**src/rtl/atm_pin_entry.sv**
```systemverilog
// Keypad PIN collection/verification ahead of the ATM transaction controller.
// Optional inactivity abort in COLLECT is enabled by defining ATM_PIN_TIMEOUT_EN.
module atm_pin_entry #(
   parameter int PIN_DIGITS     = 4,
   parameter int MAX_ATTEMPTS   = 3,
   parameter int TIMEOUT_CYCLES = 1000
) (
   input  logic        clk,
   input  logic        rst,
   input  logic        card_inserted,
   input  logic [15:0] stored_pin,
   input  logic        key_valid,
   input  logic [3:0]  key_digit,
   input  logic        key_enter,
   input  logic        key_clear,
   output logic        pin_correct,
   output logic        pin_fail,
   output logic        card_retained,
   output logic        timeout,
   output logic [2:0]  digit_count
);

   localparam int PW = 4 * PIN_DIGITS;
   localparam logic [2:0] PD3 = 3'(PIN_DIGITS);
   localparam logic [2:0] MA3 = 3'(MAX_ATTEMPTS);

   typedef enum logic [2:0] {
      S_IDLE, S_COLLECT, S_VERIFY, S_PASS, S_FAIL, S_WAIT_REMOVE, S_LOCKED
   } state_t;

   state_t        state;
   logic [PW-1:0] pin_buf;
   logic [PW-1:0] buf_shift;
   logic [PW-1:0] ref_pin;
   logic [2:0]    attempts;
   logic          any_key;
   logic          idle_expire;

   // Newest digit enters the low nibble, so the first digit ends up on top like stored_pin.
   assign buf_shift = (pin_buf << 4) | PW'(key_digit);
   assign ref_pin   = stored_pin[15 -: PW];
   assign any_key   = key_valid | key_enter | key_clear;

`ifdef ATM_PIN_TIMEOUT_EN
   localparam int TW = $clog2(TIMEOUT_CYCLES + 1);
   logic [TW-1:0] idle_cnt;

   // Expiry fires on the idle edge that would bring the count to TIMEOUT_CYCLES.
   assign idle_expire = !any_key && (idle_cnt == TW'(TIMEOUT_CYCLES - 1));

   always_ff @(posedge clk or negedge rst) begin
      if (!rst)
         idle_cnt <= '0;
      else if (state == S_COLLECT && card_inserted && !any_key)
         idle_cnt <= idle_cnt + TW'(1);
      else
         idle_cnt <= '0;
   end
`else
   assign idle_expire = 1'b0;
`endif

   always_ff @(posedge clk or negedge rst) begin
      if (!rst) begin
         state         <= S_IDLE;
         pin_buf       <= '0;
         digit_count   <= '0;
         attempts      <= '0;
         pin_correct   <= 1'b0;
         pin_fail      <= 1'b0;
         card_retained <= 1'b0;
         timeout       <= 1'b0;
      end else begin
         pin_fail <= 1'b0;
         timeout  <= 1'b0;
         case (state)
            S_IDLE: begin
               pin_buf     <= '0;
               digit_count <= '0;
               attempts    <= '0;
               if (card_inserted) state <= S_COLLECT;
            end
            S_COLLECT: begin
               if (!card_inserted) begin
                  state       <= S_IDLE;
                  pin_buf     <= '0;
                  digit_count <= '0;
                  attempts    <= '0;
               end else if (key_clear) begin
                  pin_buf     <= '0;
                  digit_count <= '0;
               end else if (key_enter) begin
                  if (digit_count == PD3) state <= S_VERIFY;
               end else if (key_valid) begin
                  if (key_digit <= 4'd9 && digit_count < PD3) begin
                     pin_buf     <= buf_shift;
                     digit_count <= digit_count + 3'd1;
                  end
               end else if (idle_expire) begin
                  state       <= S_WAIT_REMOVE;
                  pin_buf     <= '0;
                  digit_count <= '0;
                  timeout     <= 1'b1;
               end
            end
            S_VERIFY: begin
               if (!card_inserted) begin
                  state       <= S_IDLE;
                  pin_buf     <= '0;
                  digit_count <= '0;
                  attempts    <= '0;
               end else if (pin_buf == ref_pin) begin
                  state       <= S_PASS;
                  pin_correct <= 1'b1;
               end else begin
                  state       <= S_FAIL;
                  pin_fail    <= 1'b1;
                  attempts    <= attempts + 3'd1;
                  pin_buf     <= '0;
                  digit_count <= '0;
               end
            end
            S_FAIL: begin
               if (!card_inserted) begin
                  state    <= S_IDLE;
                  attempts <= '0;
               end else if (attempts == MA3) begin
                  state         <= S_LOCKED;
                  card_retained <= 1'b1;
               end else begin
                  state <= S_COLLECT;
               end
            end
            S_PASS: begin
               if (!card_inserted) begin
                  state       <= S_IDLE;
                  pin_correct <= 1'b0;
                  pin_buf     <= '0;
                  digit_count <= '0;
                  attempts    <= '0;
               end
            end
            S_WAIT_REMOVE: begin
               if (!card_inserted) state <= S_IDLE;
            end
            S_LOCKED: begin
               card_retained <= 1'b1;
            end
            default: begin
               state         <= S_IDLE;
               pin_correct   <= 1'b0;
               card_retained <= 1'b0;
            end
         endcase
      end
   end

endmodule

```
**config.mk**
```make
export PLATFORM = sky130hd
export DESIGN_NAME = atm_pin_entry
export DESIGN_NICKNAME = d
export VERILOG_FILES = /design/src/rtl/atm_pin_entry.sv
export SDC_FILE = /design/constraint.sdc
export NUM_CORES = 1
export LEC_CHECK = 0
export CAP_MARGIN = 10
export CORE_MARGIN = 4
export CORE_UTILIZATION = 50
export CTS_BUF_LIST = sky130_fd_sc_hd__clkbuf_8 sky130_fd_sc_hd__clkbuf_16
export DETAILED_ROUTE_END_ITERATION = 8
export PLACE_DENSITY_LB_ADDON = 0.12
export SLEW_MARGIN = 5
export SYNTH_ARGS = -nofsm -noshare
export SYNTH_HDL_FRONTEND = slang
export SYNTH_SLANG_ARGS = --single-unit
```
**constraint.sdc**
```tcl
create_clock -name clk -period 2.35 [get_ports clk]
set_clock_uncertainty 0.05 [all_clocks]
set_input_delay 0.235 -clock clk [delete_from_list [all_inputs] [get_ports clk]]
set_output_delay 0.235 -clock clk [all_outputs]
set_load 0.03 [all_outputs]
```
==> flow_summary.yaml, run 1 <==
setup_path:
  crit_type: "flip-flop to flip-flop"
  required_ns: 2.44
  cp_max_fo: 17
  reg2regPathDepth: 5
  end_kind: "flip-flop"
  worstPathArrival_ns: 2.04
  cp-start-kind: "flip-flop"
global_routing:
  gr-total-overflow: 0
  grt_max_degree: 29
  grt_pass1_vias: 1324
  grt_pass1_wl_um: 6175
  antenna_found_initial: 0
  grt.total_usage: 0.1873
timing:
  final_max_slew_viol_count: 0
  fin_crit_sh: 0.8283
  hold_viol_final: 0
  tightest_slew_ns: 0.5737
  slew_headroom: 0.6166
  rsz0062_at_grt: "false"
  tns_ns: 0
  clock.fmax_ghz: 0.5138
  hold_slack_ns: 0.2832
  final-setup-viol-count: 0
  min_period_ns: 1.946
place:
  io_buffers: 31
  dpl.cell_count: 238
  place_area_um2: 1938
  gp_congestion: 0.8178
  dp_hpwl_um: 2548
clocking:
  clk_pin_slew_ns: 0.09
  cts-hold-fix-buffers: 0
  clock_latency_ns: 0.27
  clockBufferDepth: 2
  clock_tree.root_cell: "clkbuf_8"
  clock-sinks: 28
  cts_tree: "yes"
  cts_buffers: 3
  htreeDepth: 1
cells_and_area:
  design_area_um2: 1987
  multi_input_area_um2: 767.0
  antenna_cells: 0
  layout_commonest_cell: "clkdlybuf4s50_1"
  mostFrequentLayoutCells: "31 x clkdlybuf4s50_1, 28 x dfrtp_1, 22 x inv_1"
  nets: 229
  fillers: 275
  syn2layout_area_growth_pct: 24.65
  layout.cells.non_filler: 241
  seqCellArea_um2: 700.7
  drive_gt1_frac: 0.1168
drt:
  drt-total-wl_um: 3453
  viasPerCell: 5.274
  post_drt_wl_per_cell_um: 14.33
  drc: 0
  dr.pass1.iters: 4
  num_vias: 1271
  ant_nets: 0
  drtIter0Drc: 42
logic_synthesis:
  synth_top_area_frac: 0.4396
  netlist_instances: 168
  ys_seq_area_frac: 0.4396
  syn_nets: 198
  avgSynthCellArea_um2: 9.488
  yosysWarnings: 0
  synth_area_leaders: "dfrtp_1 44%, xnor2_1 8.8%, nand3_1 6.3%"
  ys_ff_latch: 28
  synth_largest_area_cell: "dfrtp_1"
  yosysUniqueCellTypes: 35
  synth_area_um2: 1594
die:
  io_pins: 33
  core_um2: 3053
  start_util: 0.5221
  die_h_um: 64.46
  fp.dieW_um: 64.46
  dieArea_um2: 4155
  std_cell_rows: 20
pwr:
  p_per_area_nw_per_um2: 413.8
  leakage_nw: 0.8380
  peakVddDrop_v: 0.0001917
run:
  maxCapViolations: 0
status:
  status: "complete, no violations"
hold_path:
  min_path_type: "input port to asynchronous set/reset pin"
==> cells by family (layout without fill, tap and decap cells) <==
family | Yosys count | in the layout | share of synthesized area
AOI/OAI and AO/OA | 36 | 36 | 0.1633
xor gates and xnor gates | 16 | 16 | 0.08791
adders and majority gates | 4 | 4 | 0.03140
buffers and inverters | 31 | 60 | 0.08399
DFF | 28 | 28 | 0.4396
muxes | 1 | 1 | 0.007064
other | 1 | 1 | 0.002353
and+or+nand+nor | 51 | 51 | 0.1845
==> metal layers <==
metal,part of all wire,wire length (µm),GRT usage
met5,0,0,0
met4,0.012,41,0.05805
met3,0.047,163,0.03813
met2,0.46,1589,0.2822
met1,0.48,1658,0.2713
==> synthesized netlist by cell type <==
library cell and n:
dfrtp_1 28, inv_1 22, nand3_1 20, xnor2_1 16, o21ai_0 11, o21ai_2 10, nand2_1 9, nor2_1 6
buf_2 5, nand4_1 5, a21oi_1 4, ha_1 4, nand2b_1 3, a22o_1 2, clkbuf_1 2, nor4_4 2
a21boi_2 1, a21o_1 1, a311oi_1 1, a311oi_2 1, a31oi_1 1, and3_1 1, and4b_1 1, buf_4 1
buf_6 1, conb_1 1, mux2_2 1, nand3b_1 1, nand4b_1 1, nor2b_1 1, o2111ai_1 1, o21a_1 1
o22ai_1 1, o311ai_0 1, or2_2 1
==> timing repair <==
action	4_1_cts	5_1_grt
setup buffers	0	0
gates resized for setup	0	1
setup endpoints to repair	0	6
==> report_power, final <==
part           switching, W  leakage (nW)  total (W)  internal, W
combinational     0.0000303         0.441  0.0000794    0.0000491
sequential                0         0.376   0.000481     0.000481
clock              0.000146        0.0216   0.000261     0.000115
total              0.000176         0.838   0.000822     0.000646
==> final timing paths <==
check | slack, ns | from | end
worst min-delay path | 0.28 | rst | pin_buf[6]
max in group asynchronous | 1.70 | rst | card_retained
worst max register to register | 0.40 | state[0] | digit_count[1]
min in group clk | 0.44 | card_retained | card_retained
worst min register to register | 0.44 | card_retained | card_retained
worst max-delay path | 0.40 | state[0] | digit_count[1]
==> cell type report <==
type                       instances  area share
multi-input combinational        109      0.3860
sequential                        28      0.3526
timing repair buffer              35      0.1713
inverter                          22     0.04156
tap                               44     0.02771
clock buffer                       3     0.02078
==> worst max-delay path, stage by stage, from the launching register on <==
cell and delay [ns]:
dfrtp_1 0.51, nand2_1 0.20, a311oi_1 0.08, a311oi_2 0.25, a21boi_4 0.56, o21ai_0 0.16
==> metrics by stage <==
stage	worst slack (ns)	total power, W	util
floorplan	0.6564	0.0005124	-
global placement	0.02944	0.0005696	0.6348
detailed placement	-0.06448	0.0005717	0.6348
CTS	0.1774	0.0008284	0.6484
global route	0.2059	0.0008552	0.6508
finish	0.4036	0.0008221	0.6508
==> state kept, by name, indices dropped and copies added, names as in the netlist <==
register       flops
state              3
pin_correct        1
pin_buf           16
digit_count        3
attempts           3
pin_fail           1
card_retained      1
(Power assumes the default switching activity.)
==> run 2: changes to the inputs <==
--- a/config.mk
+++ b/config.mk
@@ -7,7 +7,7 @@
 export LEC_CHECK = 0
 export CAP_MARGIN = 10
 export CORE_MARGIN = 4
-export CORE_UTILIZATION = 50
+export CORE_UTILIZATION = 46
 export CTS_BUF_LIST = sky130_fd_sc_hd__clkbuf_8 sky130_fd_sc_hd__clkbuf_16
 export DETAILED_ROUTE_END_ITERATION = 8
 export PLACE_DENSITY_LB_ADDON = 0.12
==> constraint.sdc (replaced) <==
create_clock -name clk -period 1.7 [get_ports clk]
set_clock_uncertainty 0.05 [all_clocks]
set_input_delay 0.17 -clock clk [delete_from_list [all_inputs] [get_ports clk]]
set_output_delay 0.17 -clock clk [all_outputs]
set_load 0.03 [all_outputs]
==> run 2 against run 1 <==
Effect of this change: the flow now finishes with violations (setup timing); die area grew 7.6%; utilization grew 2.1 points; sequential power grew 38%; fmax grew 11%; first-iteration DRC count shrank 7.1%; clock power grew 62%; total power grew 47%; worst hold slack lost 0.064 ns; final cell count grew 10%; critical endpoint is now attempts[0]; largest cell class unchanged.
==> flow_summary.yaml, run 2 (synthesis gave the netlist of run 1 again) <==
status:
  violations: "setup timing"
  status: "finished with violations"
cells_and_area:
  nets: 251
  syn2layout_area_growth_pct: 40.66
  layout_commonest_cell: "clkdlybuf4s50_1"
  post-route-util: 0.6719
  drive_gt1_frac: 0.2545
  mostFrequentLayoutCells: "30 x clkdlybuf4s50_1, 28 x dfrtp_1, 22 x inv_1"
  antenna_cells: 0
  layout.cells.non_filler: 266
  largest_register_ffs: 16
  top_register: "pin_buf"
  design_area_um2: 2242
pwr:
  p_per_area_nw_per_um2: 537.8
  peakVddDrop_v: 0.0003142
  leakage_nw: 1.009
timing:
  final-setup-viol-count: 24
  hold_viol_final: 0
  clock.fmax_ghz: 0.5699
  final_max_slew_viol_count: 0
  tns_ns: -0.6127
  post-route-worst-setup-slack_ns: -0.05477
  min_period_ns: 1.755
  fin_crit_sh: 1.032
  rsz0062_at_grt: "true"
setup_path:
  cp-start-kind: "flip-flop"
  crit_buf_inv: 1
  rrSetupSlack_ns: -0.05
  max_stage_delay_ns: 0.44
  worstPathArrival_ns: 1.88
  crit_type: "flip-flop to flip-flop"
  reg2regPathDepth: 6
  required_ns: 1.83
  crit_start: "pin_buf[6]"
  cp_top_family: "simple AND/OR/NAND/NOR gates"
  crit_slowest_cell: "dfrtp_1"
  end_kind: "flip-flop"
  cp_max_fo: 5
  rr_startpoint: "pin_buf[6]"
  timing.rr.end: "attempts[0]"
  crit_chain: "xnor2_2, nand4_1, nor4_4, buf_6, nor2b_2, mux2_2"
  worst-path-stages: 6
  crit_path_end: "attempts[0]"
drt:
  num_vias: 1371
  drc: 0
  ant_nets: 0
  drt-total-wl_um: 3745
  viasPerCell: 5.154
  dr.pass1.iters: 4
  drtIter0Drc: 39
  post_drt_wl_per_cell_um: 14.08
clocking:
  clock_tree.root_cell: "clkbuf_8"
  clockBufferDepth: 2
  cts_tree: "yes"
  htreeDepth: 1
  clock-sinks: 28
  cts_buffers: 3
  clock_latency_ns: 0.28
  clk_pin_slew_ns: 0.10
  cts-hold-fix-buffers: 0
global_routing:
  grt_max_degree: 29
  antenna_found_initial: 0
  gr-total-overflow: 0
  grt_pass1_wl_um: 6272
  grt_pass1_vias: 1412
  grt.total_usage: 0.1853
hold_path:
  min_path_type: "input port to asynchronous set/reset pin"
die:
  std_cell_rows: 21
  fp.dieW_um: 66.87
  core_um2: 3337
  dieArea_um2: 4471
  io_pins: 33
  start_util: 0.4777
  die_h_um: 66.87
place:
  dp_hpwl_um: 2796
  dpl.cell_count: 260
  gp_congestion: 0.8227
  dp_worst_setup_slack_ns: -0.3286
  io_buffers: 31
  place_area_um2: 2103
run:
  maxCapViolations: 0
## run 2: changes by cell type in the layout (fill, tap and decap cells not counted), sizes merged
| cell | change |
|---|---|
| buf | +22 |
| clkbuf | +1 |
| clkdlybuf4s50 | -1 |
| dlymetal6s2s | +1 |
## run 2: where the power goes
| group | total, W | internal [W] | switching (W) |
|---|---|---|---|
| clock network | 0.000424 | 0.000208 | 0.000216 |
| registers | 0.000665 | 0.000665 | 0 |
| logic | 0.000116 | 0.0000721 | 0.0000441 |
| total | 0.00121 | 0.000945 | 0.000261 |
## run 2: cell type report
cell class	count	area, µm²
flip-flops and latches	28	700.7
multi-input cells	109	810.8
fillers	288	1095
well taps	46	57.56
repair buffers	57	535.5
inverters	22	82.58
clock buffers	4	55.05
## run 2: worst min-delay path by stage
stage / depth (start not counted) / end / slack [ns] / from
after detailed placement: 1 / attempts[2] / 0.44 / attempts[2]
after global placement: 2 / card_retained / 0.43 / card_retained
final: 2 / pin_buf[0] / 0.22 / rst
after floorplan: 0 / attempts[0] / -0.18 / rst
after CTS: 2 / pin_buf[15] / 0.23 / rst
after global routing: 2 / pin_buf[1] / 0.24 / rst
## run 2: timing repair
action,in CTS,in global routing
gates resized for setup,3,21
endpoints found under the setup margin,25,27
buffers inserted,1,1
pin swaps,2,8
gates cloned,0,0
## run 2: routing by layer
metal | GRT usage | vias to the layer above | part of all wire
met5 | 0 | - | 0
met3 | 0.03035 | 4 | 0.034
li1 | - | 673 | -
met1 | 0.2279 | 667 | 0.44
met2 | 0.3255 | 27 | 0.52
met4 | 0.06329 | 0 | 0.011
## run 2: metrics by stage
step | hold WS (ns) | power [W]
3_5_place_dp | 0.4360 | 0.0007937
4_1_cts | 0.2324 | 0.001206
2_1_floorplan | -0.1756 | 0.0007083
5_1_grt | 0.2432 | 0.001251
6_report | 0.2196 | 0.001206
3_3_place_gp | 0.4288 | 0.0007911
## run 2: worst register-to-register path: stages (launching register included)
cell and delay [ns]:
dfrtp_1 0.44, xnor2_2 0.15, nand4_1 0.19, nor4_4 0.34
buf_6 0.17, nor2b_2 0.06, mux2_2 0.25
